[src/rtl/input_conditioner_if.sv]
// Signal bundle between the raw board pins and the conditioned input consumers.
// master drives the raw pins; slave is the conditioner itself.
interface input_conditioner_if #(
    parameter int NCH = 21
);
    logic [NCH-1:0] din;
    logic           tick;
    logic [NCH-1:0] dout;
    logic [NCH-1:0] rise;
    logic [NCH-1:0] fall;
    logic [NCH-1:0] long_press;
    logic           combo_res;

    modport master (
        output din,
        input  tick, dout, rise, fall, long_press, combo_res
    );

    modport slave (
        input  din,
        output tick, dout, rise, fall, long_press, combo_res
    );
endinterface

[src/rtl/input_conditioner.sv]
// Button/switch conditioner: per-channel synchroniser, tick-driven debounce, edge and
// long-press pulses, plus a two-button hold sequencer that emits a stretched reset pulse.
//
// state    | meaning
// IDLE     | waiting for both combo buttons to be down
// ARM      | both down, counting ticks towards RES_HOLD
// FIRE     | combo_res high, counting RES_LEN cycles
// WAIT_REL | pulse done, waiting for release so one press gives one pulse
module input_conditioner #(
    parameter int NCH        = 21,
    parameter int PRESCALE   = 1000,
    parameter int DEBOUNCE_N = 8,
    parameter int LONG_TICKS = 1000,
    parameter int RES_A      = 0,
    parameter int RES_B      = 1,
    parameter int RES_HOLD   = 2000,
    parameter int RES_LEN    = 16
) (
    input  logic               clk,
    input  logic               reset,
    input_conditioner_if.slave io
);
    localparam int PW = (PRESCALE > 1) ? $clog2(PRESCALE) : 1;
    localparam int DW = $clog2(DEBOUNCE_N + 1);
    localparam int HW = $clog2(LONG_TICKS + 1);
    localparam int CW = $clog2(RES_HOLD + 1);
    localparam int FW = $clog2(RES_LEN + 1);

    localparam logic [PW-1:0] P_LAST = PW'(PRESCALE - 1);
    localparam logic [DW-1:0] D_LAST = DW'(DEBOUNCE_N - 1);
    localparam logic [HW-1:0] H_MAX  = HW'(LONG_TICKS);
    localparam logic [HW-1:0] H_PRE  = HW'(LONG_TICKS - 1);
    localparam logic [CW-1:0] C_PRE  = CW'(RES_HOLD - 1);
    localparam logic [FW-1:0] F_PRE  = FW'(RES_LEN - 1);

    typedef enum logic [1:0] {
        IDLE,
        ARM,
        FIRE,
        WAIT_REL
    } state_t;

    logic [NCH-1:0]         sync1;
    logic [NCH-1:0]         sync2;
    logic [PW-1:0]          pcnt;
    logic                   tick;
    logic [NCH-1:0][DW-1:0] dcnt;
    logic [NCH-1:0][HW-1:0] hcnt;
    logic [NCH-1:0]         dout_r;
    logic [NCH-1:0]         rise_r;
    logic [NCH-1:0]         fall_r;
    logic [NCH-1:0]         lp_r;

    state_t        state;
    state_t        state_nx;
    logic [CW-1:0] ccnt;
    logic [CW-1:0] ccnt_nx;
    logic [FW-1:0] fcnt;
    logic [FW-1:0] fcnt_nx;
    logic          both;

    always_ff @(posedge clk) begin
        if (reset) begin
            sync1 <= '0;
            sync2 <= '0;
        end else begin
            sync1 <= io.din;
            sync2 <= sync1;
        end
    end

    always_ff @(posedge clk) begin
        if (reset || tick) begin
            pcnt <= '0;
        end else begin
            pcnt <= pcnt + 1'b1;
        end
    end

    assign tick = (pcnt == P_LAST);

    // Edge pulses are set in the same clock that dout takes its new level.
    always_ff @(posedge clk) begin
        if (reset) begin
            dout_r <= '0;
            rise_r <= '0;
            fall_r <= '0;
            lp_r   <= '0;
            dcnt   <= '0;
            hcnt   <= '0;
        end else begin
            rise_r <= '0;
            fall_r <= '0;
            lp_r   <= '0;
            for (int i = 0; i < NCH; i++) begin
                if (tick) begin
                    if (sync2[i] == dout_r[i]) begin
                        dcnt[i] <= '0;
                    end else if (dcnt[i] == D_LAST) begin
                        dcnt[i]   <= '0;
                        dout_r[i] <= ~dout_r[i];
                        rise_r[i] <= ~dout_r[i];
                        fall_r[i] <= dout_r[i];
                    end else begin
                        dcnt[i] <= dcnt[i] + 1'b1;
                    end
                end

                if (!dout_r[i]) begin
                    hcnt[i] <= '0;
                end else if (tick && (hcnt[i] != H_MAX)) begin
                    hcnt[i] <= hcnt[i] + 1'b1;
                    if (hcnt[i] == H_PRE) begin
                        lp_r[i] <= 1'b1;
                    end
                end
            end
        end
    end

    assign both = dout_r[RES_A] & dout_r[RES_B];

    always_ff @(posedge clk) begin
        if (reset) begin
            state <= IDLE;
            ccnt  <= '0;
            fcnt  <= '0;
        end else begin
            state <= state_nx;
            ccnt  <= ccnt_nx;
            fcnt  <= fcnt_nx;
        end
    end

    always_comb begin
        state_nx = state;
        ccnt_nx  = ccnt;
        fcnt_nx  = fcnt;
        case (state)
            IDLE: begin
                if (both) begin
                    state_nx = ARM;
                    ccnt_nx  = '0;
                end
            end
            ARM: begin
                if (!both) begin
                    state_nx = IDLE;
                end else if (tick) begin
                    ccnt_nx = ccnt + 1'b1;
                    if (ccnt == C_PRE) begin
                        state_nx = FIRE;
                        fcnt_nx  = '0;
                    end
                end
            end
            FIRE: begin
                // Pulse length is fixed once started; button state is ignored here.
                if (fcnt == F_PRE) begin
                    state_nx = WAIT_REL;
                end else begin
                    fcnt_nx = fcnt + 1'b1;
                end
            end
            WAIT_REL: begin
                if (!both) begin
                    state_nx = IDLE;
                end
            end
            default: begin
                state_nx = IDLE;
            end
        endcase
    end

    assign io.tick       = tick;
    assign io.dout       = dout_r;
    assign io.rise       = rise_r;
    assign io.fall       = fall_r;
    assign io.long_press = lp_r;
    assign io.combo_res  = (state == FIRE);
endmodule

[src/flat_wrapper.sv]
// flat-port wrapper written by rule: the top's interface ports become plain ports
module input_conditioner_flat 
#(
    parameter int NCH        = 21,
    parameter int PRESCALE   = 1000,
    parameter int DEBOUNCE_N = 8,
    parameter int LONG_TICKS = 1000,
    parameter int RES_A      = 0,
    parameter int RES_B      = 1,
    parameter int RES_HOLD   = 2000,
    parameter int RES_LEN    = 16
)
  (clk, reset, io_din, io_tick, io_dout, io_rise, io_fall, io_long_press, io_combo_res);
  input_conditioner_if #(.NCH(NCH)) io_i ();
  input  logic clk;
  input  logic reset;
  input wire logic [$bits(io_i.din)-1:0] io_din;
  output wire logic [$bits(io_i.tick)-1:0] io_tick;
  output wire logic [$bits(io_i.dout)-1:0] io_dout;
  output wire logic [$bits(io_i.rise)-1:0] io_rise;
  output wire logic [$bits(io_i.fall)-1:0] io_fall;
  output wire logic [$bits(io_i.long_press)-1:0] io_long_press;
  output wire logic [$bits(io_i.combo_res)-1:0] io_combo_res;
  assign io_i.din = io_din;
  assign io_tick = io_i.tick;
  assign io_dout = io_i.dout;
  assign io_rise = io_i.rise;
  assign io_fall = io_i.fall;
  assign io_long_press = io_i.long_press;
  assign io_combo_res = io_i.combo_res;
  input_conditioner #(.NCH(NCH), .PRESCALE(PRESCALE), .DEBOUNCE_N(DEBOUNCE_N), .LONG_TICKS(LONG_TICKS), .RES_A(RES_A), .RES_B(RES_B), .RES_HOLD(RES_HOLD), .RES_LEN(RES_LEN)) u_core (.clk(clk), .reset(reset), .io(io_i));
endmodule
[config.mk]
export PLATFORM = sky130hd
export DESIGN_NAME = input_conditioner_flat
export DESIGN_NICKNAME = d
export VERILOG_FILES = /design/src/rtl/input_conditioner_if.sv /design/src/rtl/input_conditioner.sv /design/src/flat_wrapper.sv
export SDC_FILE = /design/constraint.sdc
export NUM_CORES = 1
export LEC_CHECK = 0
export CORE_AREA = 5 5 262 264
export CTS_CLUSTER_SIZE = 28
export DETAILED_ROUTE_END_ITERATION = 16
export DIE_AREA = 0 0 267 269
export GPL_ROUTABILITY_DRIVEN = 0
export PLACE_DENSITY = 0.53
export SYNTH_ARGS = -nofsm -noshare
export SYNTH_HDL_FRONTEND = slang
export SYNTH_SLANG_ARGS = --single-unit
[constraint.sdc]
create_clock -name clk -period 2.4 [get_ports clk]
set_input_delay 0.24 -clock clk [delete_from_list [all_inputs] [get_ports clk]]
set_output_delay 0.24 -clock clk [all_outputs]
set_load 0.02 [all_outputs]
Word-level counts from Yosys, hierarchy flattened
Cells that the tools add are included.
- add/subtract/negate cells: 45
- equal/unequal tests: 99
- muxes and demuxes: 79
- bitwise logic cells: 86
- reduce and logical (&&, ||, !) cells: 112
- operator list (operator ; count):
    $add A10 B1 Y10 const B ; 22
    $eq A10 B10 Y1 const B ; 22
    $ne A10 B10 Y1 const B ; 21
    $mux W4 ; 42
    $not A1 Y1 ; 85
    $add A4 B1 Y4 const B ; 21
    $eq A4 B3 Y1 const B ; 21
    $reduce_or A4 Y1 ; 21
    $reduce_and A3 Y1 ; 21
    $reduce_or A3 Y1 ; 21
    $reduce_or A2 Y1 ; 21
    $mux W11 ; 3
    $pmux W11 S2 ; 1
    $eq A1 B1 Y1 ; 21
    $logic_and A1 B1 Y1 ; 21
    $mux W1 ; 21
    $mux W5 ; 4
    $mux W2 ; 6
    $add A11 B1 Y11 const B ; 1
    $eq A11 B11 Y1 const B ; 1
    $ne A2 B1 Y1 const B ; 5
    $pmux W5 S2 ; 1
    $reduce_and A5 Y1 ; 2
    $pmux W2 S4 ; 1
    other kinds (12) ; 15
- register bits: 448
- input bits: 23
- output and inout bits: 86

Depth between registers and ports, before layout
- depth after elaboration: 5
- depth in mapped cells: 9
- gate-level depth less buffers: 8

Worst setup path before layout
No wires, ideal clock.
- path type: reg2reg
- start: reg u_core.pcnt[0]
- end: reg u_core.fcnt[3]
- setup time: 0.070 ns
- data arrival time: 2.114 ns
- data required time: 2.330 ns
- setup slack: 0.216 ns
- cell stages (with the launch flop): 7
- path buffers: 0
- path through: dfxtp_1 -> ha_1 -> nand2_1 -> or3_1 -> o41a_1 -> or4b_1 -> a21oi_1
- word-level cells in the longest chain between the ends: 3
- ends and longest elaborated chain (what ; RTL line ; RTL):
    start, declared ; input_conditioner.sv:45 ; logic [PW-1:0] pcnt;
    start signal, assigned ; input_conditioner.sv:76 ; pcnt <= pcnt + 1'b1;
    $eq A10 B10 Y1 ; input_conditioner.sv:80 ; assign tick = (pcnt == P_LAST);
    $ne A2 B1 Y1 (no line) ; -- ;
    $reduce_and A5 Y1 (no line) ; -- ;
    end signal, assigned ; input_conditioner.sv:131 ; fcnt <= fcnt_nx;
    end, declared ; input_conditioner.sv:58 ; logic [FW-1:0] fcnt;
No other way between the ends.
A chain may end at the register's enable or synchronous reset.

Worst setup path in the final report
- start: reg u_core.pcnt[0]
- end: reg u_core.hcnt[108] (netlist bit)
- word-level cells in the longest chain between the ends: 2
- ends and longest elaborated chain (what ; RTL line ; RTL):
    $eq A10 B10 Y1 ; input_conditioner.sv:80 ;
    $logic_and A1 B1 Y1 ; input_conditioner.sv:111 ; end else if (tick && (hcnt[i] != H_MAX)) begin
    end signal, assigned by index ; input_conditioner.sv:112 ; hcnt[i] <= hcnt[i] + 1'b1;
    end, declared ; input_conditioner.sv:48 ; logic [NCH-1:0][HW-1:0] hcnt;
No other way between the ends.

==> metrics <==
status finished, final reports clean; final setup margin roughly 0.11 ns; Post-Syn Area about 0.020 mm2; die height roughly 270 um; CTS tree built; fin nets between 2k and 2.5k; initial antenna violation count 0; crit path time final around 2.3 ns; synth top area cells dfxtp_1, nor2_1, xnor2_1; CORE AREA around 0.066 mm2; n_diodes 0; Slowest cell on crit path or3_4; Final ANT Viol Nets 0; Worst path max stage delay 0.48 ns; largest net degree at the start of global routing 74; first-pass GRT wire length around 73000 um; total track usage a little under an eighth; Synth warnings 0; drt drc 0; clock slew at reported path FFs around 0.06 ns; 1st-iter DRT viols 685; Post-Layout Cell Count about 3.2k; Max-slew headroom around three fifths; worst skew pair latency 0.59 ns; clock sink total 448; gate count after technology mapping 2203; TritonCTS Buffers 52; CP startpoint kind register; CTS Hold Bufs 0; syn nets between 2k and 2.5k; crit end category register; kind of critical path reg2reg; Finish-stage setup viols 0; Seq/Total Area, Yosys 45.9%; post-DP HPWL roughly 29000 um; Critical path buffers and inverters 2; static leakage ~0.0074 uW; vias in the first global route around 15k; # fillers ~6.7k; power per standard cell area 656 mW/mm2; final WL roughly 44000 um; Slew @ Worst Pin about 0.62 ns; #FFs+latches synth 448; delay-heaviest family, CP simple AND/OR/NAND/NOR gates; Final Skew between 0.02 and 0.03 ns; Synth cell types 48; first-pass detailed-route iteration total 8; VDD IR max 0.000507 V; via count ~16k; asr flop ratio synth 0%; fin crit share between 90% and 100%; Die X 267 um; full die area 0.0718 mm2; Arr. time, crit path ~2.7 ns; post-synth top area cell dfxtp_1; Initial Util between 20 and 30%; Max-cap violations 0; CTS H-Tree Depth 2; crit path max fanout 73; root buffer cell clkbuf_16; critical-path cell list ha_2 > nand2_1 > or3_4 > buf_4 > buf_12 > nor4_1 > xnor2_1 > nor2_1; Placement Setup Slack -0.00141 ns; area share of the largest cell type after synthesis a little under half; vias per cell 4.79; share of cells above drive strength 1 8.10%; Max clock buf depth 3; Post-Syn Area per Cell 8.87 um2; grt ovf 0; Routed wire per std cell between 10 and 15 um; worst min-delay path class in2reg; # IOs around 110; IO buf count between 100 and 150; Main synth FF type dfxtp_1; FP Rows between 90 and 100; Peak Freq 437 MHz; Hold Vio Cnt, Final 0; EDFF count, synth 0; max-slew violations 0; CP Data Required Time around 2.9 ns; Area Overhead vs Synth 21.1%; Inst Count DP ~3.1k
## stage by stage
stage	area [um2]	TNS (ns)	util (%)	total power [uW]	hold WS (ns)
finish	23700	0	35.7	15500	0.0833
global placement	21800	-0.0281	32.9	7900	0.419
floorplan	19500	0	-	7800	0.368
CTS	23500	0	35.5	15900	0.0674
global route	23700	-0.00320	35.7	16200	0.0939
detailed placement	21800	-0.00141	32.9	7900	0.423
## placed cells by master, fill, tap and decap left out, drive strengths merged, types with 71 or more instances in the layout
master	count
inv	111
xor2	97
a21oi	121
xnor2	108
nor2	254
dfxtp	448
o21ai	79
nand2	115
ha	71
nand3	153
clkdlybuf4s50	105
nor4	111
clkbuf	80
## layer usage
metal  up-vias  track usage, %  part of all wire (%)
li1       7885               -                     -
met1      7409            14.8                    46
met2       188            20.6                    48
met3        66            2.54                   3.8
met4         0            3.56                   2.3
met5         -               0                     0
## synthesized netlist by cell type (all sizes together) (61+ instances only)
cell type  number
nor4          111
nand2         115
nor2          254
xnor2         108
clkbuf         71
dfxtp         448
inv           109
o21ai          79
a21oi         121
nand3         153
ha             71
xor2           97
nand4          61
## final cells by class
cell class / count / area (um2) / area share [%]
sequential: 448 / 8970 / 37.9
multi-input combinational: 1550 / 9830 / 41.5
timing repair buffer: 171 / 1660 / 7.01
clock inverter: 12 / 156 / 0.661
clock buffer: 79 / 1540 / 6.49
tap: 873 / 1090 / 4.61
inverter: 110 / 425 / 1.80
## power breakdown
part / total [uW] / switching, uW / internal, uW
logic: 238 / 128 / 110
registers: 7500 / 24.8 / 7480
clock network: 7800 / 3090 / 4710
total: 15500 / 3240 / 12300
## final timing paths
kind	slack, ns	to	depth (start not counted)	startpoint
min	0.08	u_core.sync1[1]	2	reset
min reg2reg	0.43	u_core.sync2[11]	1	u_core.sync1[11]
max reg2reg	0.11	u_core.hcnt[108]	8	u_core.pcnt[0]
max	0.11	u_core.hcnt[108]	8	u_core.pcnt[0]
## registers in the layout, summed over array words and instances, names as in the netlist, named ones only
register / flops
u_core.hcnt: 210
u_core.dcnt: 84
u_core.io.dout: 21
u_core.io.fall: 21
u_core.io.long_press: 21
u_core.io.rise: 21
u_core.sync1: 21
u_core.sync2: 21
u_core.ccnt: 11
u_core.pcnt: 10
u_core.fcnt: 5
u_core.state: 1
## cells by family after synthesis
| family | count (synthesis) | share of synthesized area [%] |
|---|---|---|
| XOR/XNOR | 205 | 9.19 |
| adder cells (fa/ha/maj) | 71 | 4.55 |
| AND/OR/NAND/NOR | 989 | 26.9 |
| AO/OA/AOI/OAI | 245 | 7.27 |
| buffers and inverters | 205 | 4.03 |
| multiplexers | 40 | 2.18 |
| flip-flops | 448 | 45.9 |
## timing repair
action	in CTS	in global routing
buffers inserted	0	7
gates cloned	0	1
resized for setup	7	12
pin swaps	0	3
endpoints found under the setup margin	4	71
Power figures use the tool's default switching activity.
